File: config.mk
export PLATFORM = sky130hd
export DESIGN_NAME = vga_timing_gen
export DESIGN_NICKNAME = d
export VERILOG_FILES = /design/src/rtl/vga_timing_pkg.sv /design/src/rtl/vga_phase_counter.sv /design/src/rtl/vga_timing_gen.sv
export SDC_FILE = /design/constraint.sdc
export NUM_CORES = 1
export LEC_CHECK = 0
export CORE_MARGIN = 2
export CORE_UTILIZATION = 37
export CTS_CLUSTER_SIZE = 20
export DETAILED_ROUTE_END_ITERATION = 12
export GPL_ROUTABILITY_DRIVEN = 1
export PLACE_DENSITY = 0.62
export SETUP_SLACK_MARGIN = 0.3
export SYNTH_ARGS = -nofsm -noshare
export SYNTH_HDL_FRONTEND = slang
export SYNTH_SLANG_ARGS = --single-unit
export TNS_END_PERCENT = 20
File: constraint.sdc
create_clock -name CLK -period 3.9 [get_ports CLK]
set_input_delay 0.585 -clock CLK [delete_from_list [all_inputs] [get_ports CLK]]
set_output_delay 0.585 -clock CLK [all_outputs]
set_load 0.02 [all_outputs]
File: src/rtl/vga_timing_pkg.sv
// rtl/vga_timing_pkg.sv - shared VGA timing constants and phase enumeration
//
// Purpose : default 640x480@60 timing (in pixels / lines), derived totals,
//           counter width and the four-phase state type used by both the
//           horizontal and vertical phase counters.
// Ports   : none (package).
package vga_timing_pkg;

  localparam int CNT_W = 10;

  localparam int DEF_H_SYNC   = 96;
  localparam int DEF_H_BACK   = 48;
  localparam int DEF_H_ACTIVE = 640;
  localparam int DEF_H_FRONT  = 16;

  localparam int DEF_V_SYNC   = 2;
  localparam int DEF_V_BACK   = 33;
  localparam int DEF_V_ACTIVE = 480;
  localparam int DEF_V_FRONT  = 10;

  localparam int H_TOTAL = DEF_H_SYNC + DEF_H_BACK + DEF_H_ACTIVE + DEF_H_FRONT;
  localparam int V_TOTAL = DEF_V_SYNC + DEF_V_BACK + DEF_V_ACTIVE + DEF_V_FRONT;

  // Counter origin is the start of sync, so phases run in this order.
  typedef enum logic [1:0] {
    PH_SYNC_S  = 2'd0,
    PH_BACK_S  = 2'd1,
    PH_ACT_S   = 2'd2,
    PH_FRONT_S = 2'd3
  } phase_e;

endpackage

File: src/rtl/vga_phase_counter.sv
// rtl/vga_phase_counter.sv - position counter with SYNC/BACK/ACTIVE/FRONT phase FSM
//
// Purpose : one axis of the VGA raster. Counts 0..TOTAL-1 while i_en is high
//           and tracks the phase in a small FSM that advances when the count
//           reaches the last value of the current phase.
// Ports   : i_clk      - clock
//           i_rst_n    - synchronous active-low reset (count=TOTAL-1, FRONT)
//           i_en       - advance enable
//           o_count    - current position
//           o_in_sync  - registered, high while in the SYNC phase
//           o_act_next - phase after this edge is ACTIVE (for registering
//                        combined decodes in step with the count)
//           o_wrap     - this enabled edge wraps the count to 0
module vga_phase_counter
  import vga_timing_pkg::*;
#(
  parameter int P_SYNC   = DEF_H_SYNC,
  parameter int P_BACK   = DEF_H_BACK,
  parameter int P_ACTIVE = DEF_H_ACTIVE,
  parameter int P_FRONT  = DEF_H_FRONT
) (
  input  logic             i_clk,
  input  logic             i_rst_n,
  input  logic             i_en,
  output logic [CNT_W-1:0] o_count,
  output logic             o_in_sync,
  output logic             o_act_next,
  output logic             o_wrap
);

  localparam int TOTAL = P_SYNC + P_BACK + P_ACTIVE + P_FRONT;

  localparam logic [CNT_W-1:0] L_SYNC_END = CNT_W'(P_SYNC - 1);
  localparam logic [CNT_W-1:0] L_BACK_END = CNT_W'(P_SYNC + P_BACK - 1);
  localparam logic [CNT_W-1:0] L_ACT_END  = CNT_W'(P_SYNC + P_BACK + P_ACTIVE - 1);
  localparam logic [CNT_W-1:0] L_LAST     = CNT_W'(TOTAL - 1);

  phase_e           r_state;
  phase_e           w_state_next;
  logic [CNT_W-1:0] r_count;
  logic [CNT_W-1:0] w_count_next;
  logic             r_in_sync;
  logic             w_sync_next;

  // State register: count, phase and the sync decode all move together.
  always_ff @(posedge i_clk) begin
    if (!i_rst_n) begin
      r_state   <= PH_FRONT_S;
      r_count   <= L_LAST;
      r_in_sync <= 1'b0;
    end else begin
      r_state   <= w_state_next;
      r_count   <= w_count_next;
      r_in_sync <= w_sync_next;
    end
  end

  // Next-state: hold unless enabled. ">=" also catches any out-of-range
  // count and forces it back to 0 / SYNC on the next enabled edge.
  always_comb begin
    w_state_next = r_state;
    w_count_next = r_count;
    o_wrap       = 1'b0;
    if (i_en) begin
      if (r_count >= L_LAST) begin
        w_count_next = '0;
        w_state_next = PH_SYNC_S;
        o_wrap       = 1'b1;
      end else begin
        w_count_next = r_count + 1'b1;
        case (r_state)
          PH_SYNC_S: if (r_count == L_SYNC_END) w_state_next = PH_BACK_S;
          PH_BACK_S: if (r_count == L_BACK_END) w_state_next = PH_ACT_S;
          PH_ACT_S:  if (r_count == L_ACT_END)  w_state_next = PH_FRONT_S;
          default:   w_state_next = r_state;
        endcase
      end
    end
  end

  // Output decode of the next state, so registered flags line up with count.
  always_comb begin
    w_sync_next = (w_state_next == PH_SYNC_S);
    o_act_next  = (w_state_next == PH_ACT_S);
  end

  assign o_count   = r_count;
  assign o_in_sync = r_in_sync;

endmodule

File: src/rtl/vga_timing_gen.sv
// rtl/vga_timing_gen.sv - VGA raster timing generator (counters, syncs, video enable)
//
// Purpose : generates HCOUNT/VCOUNT with origin at start of sync, active-low
//           syncs, VIDEO_ON and single-cycle line/frame start pulses. All
//           decoded outputs are registered and change together with the counts.
// Macro   : VGA_TIMING_DIV2_EN - when defined, PIX_TICK is an internal /2
//           toggle (first high on the second CLK after reset release);
//           when undefined, PIX_TICK is constant 1.
// Ports   : CLK          - board clock
//           RST_N        - synchronous active-low reset
//           HCOUNT       - pixel position in line, 0..H total-1
//           VCOUNT       - line position in frame, 0..V total-1
//           HSYNC_N      - horizontal sync, active low
//           VSYNC_N      - vertical sync, active low
//           VIDEO_ON     - inside both active regions
//           PIX_TICK     - pixel advance enable
//           LINE_START   - pulse in the cycle HCOUNT becomes 0
//           FRAME_START  - pulse in the cycle HCOUNT and VCOUNT become 0
module vga_timing_gen
  import vga_timing_pkg::*;
#(
  parameter int H_SYNC   = DEF_H_SYNC,
  parameter int H_BACK   = DEF_H_BACK,
  parameter int H_ACTIVE = DEF_H_ACTIVE,
  parameter int H_FRONT  = DEF_H_FRONT,
  parameter int V_SYNC   = DEF_V_SYNC,
  parameter int V_BACK   = DEF_V_BACK,
  parameter int V_ACTIVE = DEF_V_ACTIVE,
  parameter int V_FRONT  = DEF_V_FRONT
) (
  input  logic             CLK,
  input  logic             RST_N,
  output logic [CNT_W-1:0] HCOUNT,
  output logic [CNT_W-1:0] VCOUNT,
  output logic             HSYNC_N,
  output logic             VSYNC_N,
  output logic             VIDEO_ON,
  output logic             PIX_TICK,
  output logic             LINE_START,
  output logic             FRAME_START
);

  logic w_tick;
  logic w_h_wrap;
  logic w_v_wrap;
  logic w_h_sync;
  logic w_v_sync;
  logic w_h_act_next;
  logic w_v_act_next;
  logic r_video_on;
  logic r_line_start;
  logic r_frame_start;

`ifdef VGA_TIMING_DIV2_EN
  logic r_div;

  // Reset clears the phase so the first tick lands on the second CLK.
  always_ff @(posedge CLK) begin
    if (!RST_N) begin
      r_div <= 1'b0;
    end else begin
      r_div <= ~r_div;
    end
  end

  assign w_tick = r_div;
`else
  assign w_tick = 1'b1;
`endif

  vga_phase_counter #(
    .P_SYNC   (H_SYNC),
    .P_BACK   (H_BACK),
    .P_ACTIVE (H_ACTIVE),
    .P_FRONT  (H_FRONT)
  ) u_h_counter (
    .i_clk      (CLK),
    .i_rst_n    (RST_N),
    .i_en       (w_tick),
    .o_count    (HCOUNT),
    .o_in_sync  (w_h_sync),
    .o_act_next (w_h_act_next),
    .o_wrap     (w_h_wrap)
  );

  // Vertical axis advances once per line, on the horizontal wrap.
  vga_phase_counter #(
    .P_SYNC   (V_SYNC),
    .P_BACK   (V_BACK),
    .P_ACTIVE (V_ACTIVE),
    .P_FRONT  (V_FRONT)
  ) u_v_counter (
    .i_clk      (CLK),
    .i_rst_n    (RST_N),
    .i_en       (w_h_wrap),
    .o_count    (VCOUNT),
    .o_in_sync  (w_v_sync),
    .o_act_next (w_v_act_next),
    .o_wrap     (w_v_wrap)
  );

  // Wrap strobes already include the tick, so the pulses drop after one CLK.
  always_ff @(posedge CLK) begin
    if (!RST_N) begin
      r_video_on    <= 1'b0;
      r_line_start  <= 1'b0;
      r_frame_start <= 1'b0;
    end else begin
      r_video_on    <= w_h_act_next & w_v_act_next;
      r_line_start  <= w_h_wrap;
      r_frame_start <= w_v_wrap;
    end
  end

  assign HSYNC_N     = ~w_h_sync;
  assign VSYNC_N     = ~w_v_sync;
  assign VIDEO_ON    = r_video_on;
  assign PIX_TICK    = w_tick;
  assign LINE_START  = r_line_start;
  assign FRAME_START = r_frame_start;

endmodule

# After elaboration in Yosys (flattened, before gate mapping)
# Index checks and enable logic that the tools add are counted.
# W data, S select, Z words.
# word_totals
word_cells,51
out_inout_bits,26
inputBits,2
register_bits,29
# classes
mux,15
addsub,2
bitwise_logic,4
n_reduce_logical,6
n_lt_le_gt_ge,2
eq_ne,12
# ops
op,count
$add A10 B1 Y10 const B,2
$eq A10 B10 Y1 const B,2
$ge A10 B10 Y1 const B,2
$mux W10,2
$mux W2,9
$pmux W2 S3,2
$eq A10 B1 Y1 const B,1
$eq A10 B6 Y1 const B,1
$eq A10 B7 Y1 const B,1
$eq A10 B8 Y1 const B,1
$eq A2 B2 Y1 const B,4
$logic_not A2 Y1,4
$eq A2 B1 Y1 const B,2
$not A1 Y1,3
$mux W1,2
$reduce_and A2 Y1,1
$reduce_or A2 Y1,1
$and A1 B1 Y1,1

# Longest topological paths before layout
# Gate-level depths: netlist (run 1).
# depth
depth_word,7
mapped_depth,8

# Modules after synthesis
# A second synthesis (run 1) with hierarchy kept.
# unflattened
cells_unflattened,169
hier_area_um2,1531.5
# modules_own_cells
module,instances,cells_each,seq_area_each_um2,area_each_um2
vga_phase_counter at u_h_counter,1,86,260.2,745.7
vga_phase_counter at u_v_counter,1,73,260.2,685.7
vga_timing_gen,1,10,60.1,100.1

# Worst setup path after synthesis (run 1)
# OpenSTA, ideal clock, no wires.
# synth_timing
path_type,reg-to-reg
from,register u_v_counter.r_count[5] (netlist: u_v_counter.o_count[5])
to,register u_v_counter.r_count[8] (netlist: u_v_counter.o_count[8])
period_less_slack_ns,1.936
n_path_buf,1
setup_slack_ns,1.964
t_arrival_ns,1.862
path_stages_with_launch,6
path_cell_list,dfxtp_1 -> buf_6 -> or4_4 -> o31ai_4 -> or4b_1 -> a31oi_1
# synth_via
elab_chain_len,2
# synth_rtl
element,line,text
start: declaration,vga_phase_counter.sv:40,logic [CNT_W-1:0] r_count;
start signal: assignment,vga_phase_counter.sv:53,r_count <= w_count_next;
$add A10 B1 Y10 / $ge A10 B10 Y1 (equally long branches),"vga_phase_counter.sv:70, vga_phase_counter.sv:65",
$mux W10 *,vga_phase_counter.sv:65,if (r_count >= L_LAST) begin
# Every way passes the cells marked *; elsewhere a longest branch is shown, timed or not.
# A chain may end at the register's enable or synchronous reset.

# Final worst setup path (run 1)
# layout_timing
from,register u_h_counter.r_count[0] (netlist: u_h_counter.o_count[0])
to,register r_video_on (netlist: VIDEO_ON)
# layout_via
elab_chain_len,6
# layout_rtl
element,line,text
start: declaration,vga_phase_counter.sv:40,
start signal: assignment,vga_phase_counter.sv:53,
"parallel branches: the longest is 5 deep, another holds $ge A10 B10 Y1",n/a,
$and A1 B1 Y1 *,vga_timing_gen.sv:109,r_video_on <= w_h_act_next & w_v_act_next;
end signal: assignment,vga_timing_gen.sv:109,
end: declaration,vga_timing_gen.sv:50,logic r_video_on;
# Every way passes the cells marked *.

==> results.cfg, run 1 <==
[clock_network]
clock_tree.htree_level_count = 2
ctsRootBufferMaster = clkbuf_8
hold_buffers = 0
clk_pin_slew_worst_paths_ns = 0.06
cts_num_sinks = 29
cts_tree = yes
cts_buffers = 5
cts-root-to-sink-buffers = 2
clk_lat_worst_skew_ns = 0.28
post_cts.repair.setup_buffers = 0
post_cts_resize_count = 0

[floorplan]
number_of_ports_placed_on_the_die_boundary = 28
placementRows = 22
start_util = 0.390
die_w_um = 66.6
die-area_mm2 = 0.00443
fp.dieH_um = 66.6
core_region_area_mm2 = 0.00372

[final_layout]
antenna-diode-count = 0
area_taken_by_multi_input_logic_gates_um2 = 778
fillers = 383
finalNetCount = 199
area_growth_from_synthesis_to_final_layout_pct = 24.7
drive_above_1_share = 0.0625
seqCellArea_um2 = 581
final_area_mm2 = 0.00181

[critical_path]
path_cells = ha_1 > and4_1 > o21bai_2 > o21ai_0 > a2111oi_0
criticalPathCategory = register to register
arrival_ns = 2.50
timing.critical_path.required_ns = 4.06
worstSetupEndpointType = register
path_delay_family = compound AO/OA/AOI/OAI gates
critical_path_buf_inv_count = 0
critPathMaxStageDelay_ns = 0.76
slowest_stage = o21bai_2
timing.critical_path.fanout_max = 25
startpoint_type = register

[sta]
worst_slew_pin_slew_ns = 0.931
setup_repair_after_global_routing_missed_its_margin = false
timing.fmax_ghz = 0.429
holdWs_ns = 0.509
drv_slew = 0
tns_ns = 0
timing.clock.skew_ns = 0.00217
setup_violations = 0
layout_worst_path_cycle_share = 0.598
hold_violations = 0
timing.max_slew.rel_slack = 0.379
period_needed_ns = 2.33
setup_ws_post_layout_ns = 1.57

[global_route]
grt_usage = 0.170
number_of_antenna_violations_at_the_first_check_in_global_routing = 0
grt_remaining_overflow = 0
grt_first_pass_wirelength_um = 5680
grt_pass1_vias = 1280
grt_start_max_net_pins = 26

[routing]
detail_route.wirelength.met1_um = 1540
met2_wirelength_um = 1610
dr.pass1.iters = 4
wl_per_cell_um = 14.0
route.vias.total = 1318
postRouteAntennaNets = 0
routed_met3_length_um = 142
top_layer = met4
route.final.wire_length_um = 3360
vias_per_cell = 5.49
drc = 0
detailedRoute.firstIterationViolations = 42

[logic_synthesis]
syn-cell-area_mm2 = 0.00145
synthTopCellsByCount = 29 x dfxtp_1, 18 x nand2_1, 11 x o21ai_0
async_reset_ff_frac = 0
yosysSeqAreaShare = 0.401
yosysUniqueCellTypes = 46
synth_edf_count = 0
most_frequent_cell_after_synthesis = dfxtp_1
syn_avg_cell_area_um2 = 8.57
synthesis.instances = 169
synth_top_area_share = 0.401
ys_dominant_reg_cell = dfxtp_1
yosysTopAreaCell = dfxtp_1
postSynthRegisterBits = 29
synth.net_count = 176
yosys-top-cells-area = dfxtp_1 40%, nand2_1 4.7%, ha_1 4.3%
ys.warnings.count = 0

[placement]
detailedPlace.worstSlack_ns = 1.61
detailed_place.area_mm2 = 0.00172
numPortBuffers = 26
dpl.hpwl_um = 2380
gp_congestion = 0.825

[pwr]
vdd_drop_max_mv = 0.208
power_leakage_nw = 0.649
total_power_mw = 1.32
power_per_cell_area_mw_per_mm2 = 730

[worst_hold_path]
hold_wc_path_type = register to register

[run]
max-cap-violations = 0

[outcome]
outcome = finished clean
## layer usage
metal  vias up  global-route usage
met5         -                   0
met3         7              0.0541
met4         0              0.0816
li1        651                   -
met1       627               0.193
met2        33               0.285
## worst paths after layout
path	from	end	slack, ns	cells after the start
worst max register to register	u_h_counter.o_count[0]$_SDFF_PN1_	VIDEO_ON$_SDFF_PN0_	1.57	5
worst min register to register	u_v_counter.r_state[0]$_SDFF_PN1_	VIDEO_ON$_SDFF_PN0_	0.51	1
worst max-delay path	u_h_counter.o_count[0]$_SDFF_PN1_	VIDEO_ON$_SDFF_PN0_	1.57	5
worst min-delay path	u_v_counter.r_state[0]$_SDFF_PN1_	VIDEO_ON$_SDFF_PN0_	0.51	1
## through the flow
step / cells / utilization
2_1_floorplan: 169 / -
3_3_place_gp: 233 / 0.463
3_5_place_dp: 233 / 0.463
4_1_cts: 240 / 0.486
5_1_grt: 240 / 0.486
6_report: 240 / 0.486
## sequential cells by signal (all words and copies together), names as in the netlist
register / count
LINE_START: 1
u_v_counter.r_state: 2
u_h_counter.o_count: 10
u_v_counter.o_count: 10
u_v_counter.o_in_sync: 1
VIDEO_ON: 1
FRAME_START: 1
u_h_counter.o_in_sync: 1
u_h_counter.r_state: 2
## power by group
| group | internal (mW) | switching, mW | total [mW] |
|---|---|---|---|
| logic | 0.259 | 0.343 | 0.601 |
| clock network | 0.140 | 0.105 | 0.244 |
| registers | 0.380 | 0.0939 | 0.474 |
## logic make-up (layout without fill, tap and decap cells)
logic type	Yosys count	after routing	synth area share
AOI/OAI and AO/OA	43	43	0.204
xor gates and xnor gates	6	6	0.0363
adders and majority gates	5	5	0.0432
buffers and inverters	20	43	0.0622
DFF	29	29	0.401
other	1	1	0.00259
and+or+nand+nor	65	65	0.251
## cells in the final DEF, fill, tap and decap left out, types with 6 or more instances in the layout
master and n:
clkbuf_8 6, nand2_1 18, o21ai_0 11, clkdlybuf4s50_1 26, a21oi_1 9, nor2_1 6, dfxtp_1 29, nand3_1 7
inv_1 9
## cell type report
class                   instances  area share
repair buffers                 27       0.148
inverters                       9      0.0187
multi-input cells             120       0.431
well taps                      48      0.0332
flip-flops and latches         29       0.321
clock buffers                   7      0.0478
Power figures use the tool's default switching activity.
==> run 2, diff against run 1 <==
--- a/config.mk
+++ b/config.mk
@@ -10,7 +10,7 @@
 export CTS_CLUSTER_SIZE = 20
 export DETAILED_ROUTE_END_ITERATION = 12
 export GPL_ROUTABILITY_DRIVEN = 1
-export PLACE_DENSITY = 0.62
+export PLACE_DENSITY = 0.65
 export SETUP_SLACK_MARGIN = 0.3
 export SYNTH_ARGS = -nofsm -noshare
 export SYNTH_HDL_FRONTEND = slang
==> constraint.sdc (replaced) <==
create_clock -name CLK -period 1.95 [get_ports CLK]
set_input_delay 0.2925 -clock CLK [delete_from_list [all_inputs] [get_ports CLK]]
set_output_delay 0.2925 -clock CLK [all_outputs]
set_load 0.02 [all_outputs]
==> run 2 against run 1 <==
Count of clock-buffer cells in the layout increased by 1; die area did not move; sequential share of layout area down 1.7 points.
==> results.cfg, run 2 (synthesis gave the netlist of run 1 again) <==
[floorplan]
number_of_ports_placed_on_the_die_boundary = 28
fp.dieH_um = 66.6
start_util = 0.390
die_w_um = 66.6
core_region_area_mm2 = 0.00372
die-area_mm2 = 0.00443
placementRows = 22

[sta]
period_needed_ns = 1.74
timing.clock.skew_ns = 0.00359
layout_worst_path_cycle_share = 0.890
tns_ns = 0
hold_violations = 0
setup_repair_after_global_routing_missed_its_margin = true
timing.fmax_ghz = 0.576
holdWs_ns = 0.502
drv_slew = 0
setup_violations = 0

[routing]
postRouteAntennaNets = 0
dr.pass1.iters = 4
route.vias.total = 1380
wl_per_cell_um = 14.5
detailedRoute.firstIterationViolations = 143
vias_per_cell = 5.52
drc = 0
route.final.wire_length_um = 3620

[critical_path]
slowest_stage = or4_4
critPathMaxStageDelay_ns = 0.54
path_delay_family = simple AND/OR/NAND/NOR gates
timing.critical_path.fanout_max = 11
path_cells = or4_4 > o31ai_4 > buf_4 > nand2_1 > o221ai_1
startpoint_type = register
timing.critical_path.required_ns = 2.16
critical_path_buf_inv_count = 1
arrival_ns = 1.95
criticalPathCategory = register to register
worstSetupEndpointType = register

[clock_network]
ctsRootBufferMaster = clkbuf_8
clk_lat_worst_skew_ns = 0.29
clk_pin_slew_worst_paths_ns = 0.06
clock_tree.htree_level_count = 2
cts_num_sinks = 29
cts_tree = yes
cts-root-to-sink-buffers = 2
cts_buffers = 5

[final_layout]
layout.cells.most_common = clkdlybuf4s50_1
final_area_mm2 = 0.00200
finalNetCount = 208
drive_above_1_share = 0.208
most-common-layout-cells = 25 x clkdlybuf4s50_1, 18 x nand2_1, 16 x dfxtp_1, 10 x o21ai_0, 9 x inv_1
area_growth_from_synthesis_to_final_layout_pct = 38.0
finish.cell_count_without_fillers = 250
antenna-diode-count = 0

[global_route]
grt_first_pass_wirelength_um = 5850
grt_start_max_net_pins = 25
number_of_antenna_violations_at_the_first_check_in_global_routing = 0
grt_remaining_overflow = 0
grt_usage = 0.177
grt_pass1_vias = 1254

[placement]
dpl.hpwl_um = 2370
detailed_place.area_mm2 = 0.00181
gp_congestion = 0.827
dpl.cell_count = 239
numPortBuffers = 26

[worst_hold_path]
hold_wc_path_type = register to register

[pwr]
power_leakage_nw = 0.724
total_power_mw = 3.04
vdd_drop_max_mv = 0.585
power_per_cell_area_mw_per_mm2 = 1520

[outcome]
outcome = finished clean

[run]
max-cap-violations = 0
==> run 2: changes by cell type in the layout (fill, tap and decap cells not counted), sizes merged <==
cell | previous run | this run
clkbuf | 7 | 9
clkdlybuf4s50 | 26 | 25
buf | 1 | 9
dlygate4sd2 | 0 | 1
==> run 2: cell type report <==
type	count	area, um2
fill	344	1720
multi-input combinational	120	842
sequential	29	609
timing repair buffer	36	364
clock buffer	8	90.1
tap	48	60.1
inverter	9	33.8
==> run 2: metrics by stage <==
stage	worst slack [ns]	utilization
2_1_floorplan	0.218	-
3_3_place_gp	0.192	0.488
3_5_place_dp	0.128	0.488
4_1_cts	0.206	0.514
5_1_grt	0.140	0.538
6_report	0.214	0.538
==> run 2: final timing paths <==
| path | start | to | slack [ns] | cells after the start |
|---|---|---|---|---|
| worst max-delay path | u_v_counter.o_count[7]$_SDFFE_PN0N_ | u_v_counter.o_count[3]$_SDFFE_PN1N_ | 0.21 | 5 |
| worst min-delay path | u_h_counter.o_count[0]$_SDFF_PN1_ | u_h_counter.o_count[0]$_SDFF_PN1_ | 0.50 | 1 |
| worst max register to register | u_v_counter.o_count[7]$_SDFFE_PN0N_ | u_v_counter.o_count[3]$_SDFFE_PN1N_ | 0.21 | 5 |
| worst min register to register | u_h_counter.o_count[0]$_SDFF_PN1_ | u_h_counter.o_count[0]$_SDFF_PN1_ | 0.50 | 1 |
==> run 2: report_power, final <==
group | total (mW) | internal, mW | switching, mW | leakage [nW]
sequential | 0.967 | 0.781 | 0.185 | 0.243
clock | 0.519 | 0.287 | 0.232 | 0.0455
combinational | 1.56 | 0.755 | 0.802 | 0.436
==> run 2: worst register-to-register path: stages (launching register included) <==
cell and delay (ns):
dfxtp_2 0.36, or4_4 0.54, o31ai_4 0.19, buf_4 0.22
nand2_1 0.14, o221ai_1 0.21
==> run 2: repair_timing <==
action | CTS | global route
hold buffers | 0 | 0
pin swaps | 0 | 4
setup buffers | 1 | 1
gates resized for setup | 3 | 16
endpoints found under the setup margin | 15 | 24
gates cloned | 0 | 1
==> run 2: routing by layer <==
layer,up-vias,part of all wire,global-route usage
met5,-,0,0
met4,0,0.016,0.0816
met3,5,0.062,0.0625
met2,42,0.46,0.271
met1,660,0.46,0.220
li1,673,-,-
==> variant: new RTL, flow settings as in run 2 <==
The package constant `CNT_W` goes from 10 to 20.
--- a/src/rtl/vga_timing_pkg.sv
+++ b/src/rtl/vga_timing_pkg.sv
@@ -7,5 +7,5 @@
 package vga_timing_pkg;
 
-  localparam int CNT_W = 10;
+  localparam int CNT_W = 20;
 
   localparam int DEF_H_SYNC   = 96;
Interface: changed (resized HCOUNT and VCOUNT); port bits go from 28 to 48. No check against the original RTL was run, so the function may have changed too.
==> variant against run 2 <==
- cell area rose by 55%
- highest routed layer unchanged
- synthesized cell count rose by 39%
- utilization rose by 2.3 points
- total power fell by 18%
- largest cell class unchanged
- sequential share of layout area rose by 1.7 points
- hold slack improved by 0.00096 ns
- global-route usage fell by 0.45 points
- routed wire length rose by 49%
- first-iteration DRC count fell by 31%
- sequential power rose by 27%
- area after synthesis rose by 45%
- clock power rose by 20%
- sequential cell count rose by 20
- worst setup slack got worse by 0.0095 ns
==> variant: results (changes against run 2) <==
* Max VDD drop at 0.4499 mV (was 0.5854 mV)
* Register area share after synthesis at 46.61% (was 40.07%)
* Fin cells at 384 (was 250)
* Crit path max fanout at 6 (was 11)
* Longest Clk Path Bufs at 2 (unchanged)
* Flop2flop setup slack at 0.25 ns (was 0.21 ns)
* H-tree depth at 2 (unchanged)
* GRT Total Usage at 17.21% (was 17.67%)
* Port Buffer Count at 46 (was 26)
* Via count at 1981 (was 1380)
* Synth Instances at 235 (was 169)
* Slowest cell on crit path: clkdlybuf4s50_1 (was or4_4)
* Clk slew on worst S/H paths at 0.08 ns (was 0.06 ns)
* Placed cell area at 0.002778 mm^2 (was 0.001812 mm^2)
* CTS buffer count at 5 (unchanged)
* Placed Cells at 368 (was 239)
* Drt initial violations at 98 (was 143)
* Async set-reset flop share out of synthesis at 0% (unchanged)
* CP arrival at 1.45 ns (was 1.95 ns)
* Largest net degree at the start of global routing at 17 (was 25)
* Ant. Diodes at 0 (unchanged)
* Delay-heaviest family, CP: buffers and inverters (was simple AND/OR/NAND/NOR gates)
* Initial antenna violation count at 0 (unchanged)
* TritonRoute pass-1 iters at 4 (unchanged)
* CP max stage delay at 0.60 ns (was 0.54 ns)
* Post-Place Setup Slack at 0.05910 ns (was 0.1280 ns)
* Worst hold slack at 0.5032 ns (was 0.5022 ns)
* Most common library cells after synthesis: dfxtp_1 (49), nor2_1 (33), o21ai_0 (15), nand2_1 (14) (was dfxtp_1 (29), nand2_1 (18), o21ai_0 (11), a21oi_1 (9), inv_1 (9))
* Static leakage at 1.141 nW (was 0.7243 nW)
* Area contributors post-synth: dfxtp_1 (47%), nor2_1 (5.9%), o21ai_0 (3.6%) (was dfxtp_1 (40%), nand2_1 (4.7%), ha_1 (4.3%))
* Status: complete, no violations (unchanged)
* Min-Delay Path Class: flip-flop to flip-flop (unchanged)
* Wire per inst at 14.03 um (was 14.46 um)
* Vias in the first global route at 1826 (was 1254)
* Placer Congestion at 0.7880 (was 0.8271)
* Fmax at 572.8 MHz (was 576.0 MHz)
* Latest clock arrival within the worst-skew pair at 0.31 ns (was 0.29 ns)
* Post-DP HPWL at 3707 um (was 2372 um)
* First-pass GRT wire length at 8597 um (was 5851 um)
* Layout cell share with drive strength beyond 1 at 19.87% (was 20.79%)
* Yosys Warn Count at 0 (unchanged)
* Unique masters post-synth at 49 (was 46)
* Max Clock Skew at 0.006385 ns (was 0.003588 ns)
* Root Buffer: clkbuf_8 (unchanged)
* Final net count at 318 (was 208)
variant: cell count changes in the layout (fill, tap and decap cells not counted), sizes merged, moves of 5 or more:
cell,delta
nor2,+28
xor2,+5
nor4,+6
nand4,+9
dfxtp,+20
o21ai,+5
buf,+13
clkdlybuf4s50,+19
conb,+10
variant: final cells by class:
type	count	area (um^2)
inverters	9	33.78
clock buffers	8	90.09
flip-flops and latches	49	994.7
well taps	72	90.09
fillers	491	2416
multi-input cells	178	1235
repair buffers	68	646.9
variant: cell families after synthesis:
group | Yosys count | share of synthesized area [%]
AO/OA/AOI/OAI | 49 | 15.22
XOR/XNOR | 12 | 4.994
adder cells (fa/ha/maj) | 5 | 2.973
buffers and inverters | 17 | 3.567
flip-flops | 49 | 46.61
other | 2 | 0.3569
AND/OR/NAND/NOR | 101 | 26.28
variant: path summary, 6_finish.rpt:
kind | from | endpoint | depth (start not counted)
max | u_v_counter.o_count[10] | VCOUNT[10] | 2
min | u_h_counter.o_count[0] | u_h_counter.o_count[0] | 1
max reg2reg | u_h_counter.o_count[0] | u_v_counter.o_count[19] | 7
min reg2reg | u_h_counter.o_count[0] | u_h_counter.o_count[0] | 1
variant: power by group:
group | leakage (nW) | switching (mW) | internal [mW] | total, mW
clock | 0.0455 | 0.333 | 0.290 | 0.623
combinational | 0.689 | 0.326 | 0.307 | 0.633
sequential | 0.407 | 0.139 | 1.09 | 1.23
total | 1.14 | 0.798 | 1.69 | 2.49
variant: repair_timing:
action / in CTS / in global routing
endpoints found under the setup margin: 46 / 64
buffers inserted: 1 / 7
resized for setup: 7 / 24
pin swaps: 1 / 7
variant: metal layers:
metal,wire length (um),track usage (%),part of all wire (%)
met5,0,0,0
met4,68,5.690,1.3
met3,256,4.072,4.8
met2,2488,27.56,46
met1,2575,22.76,48
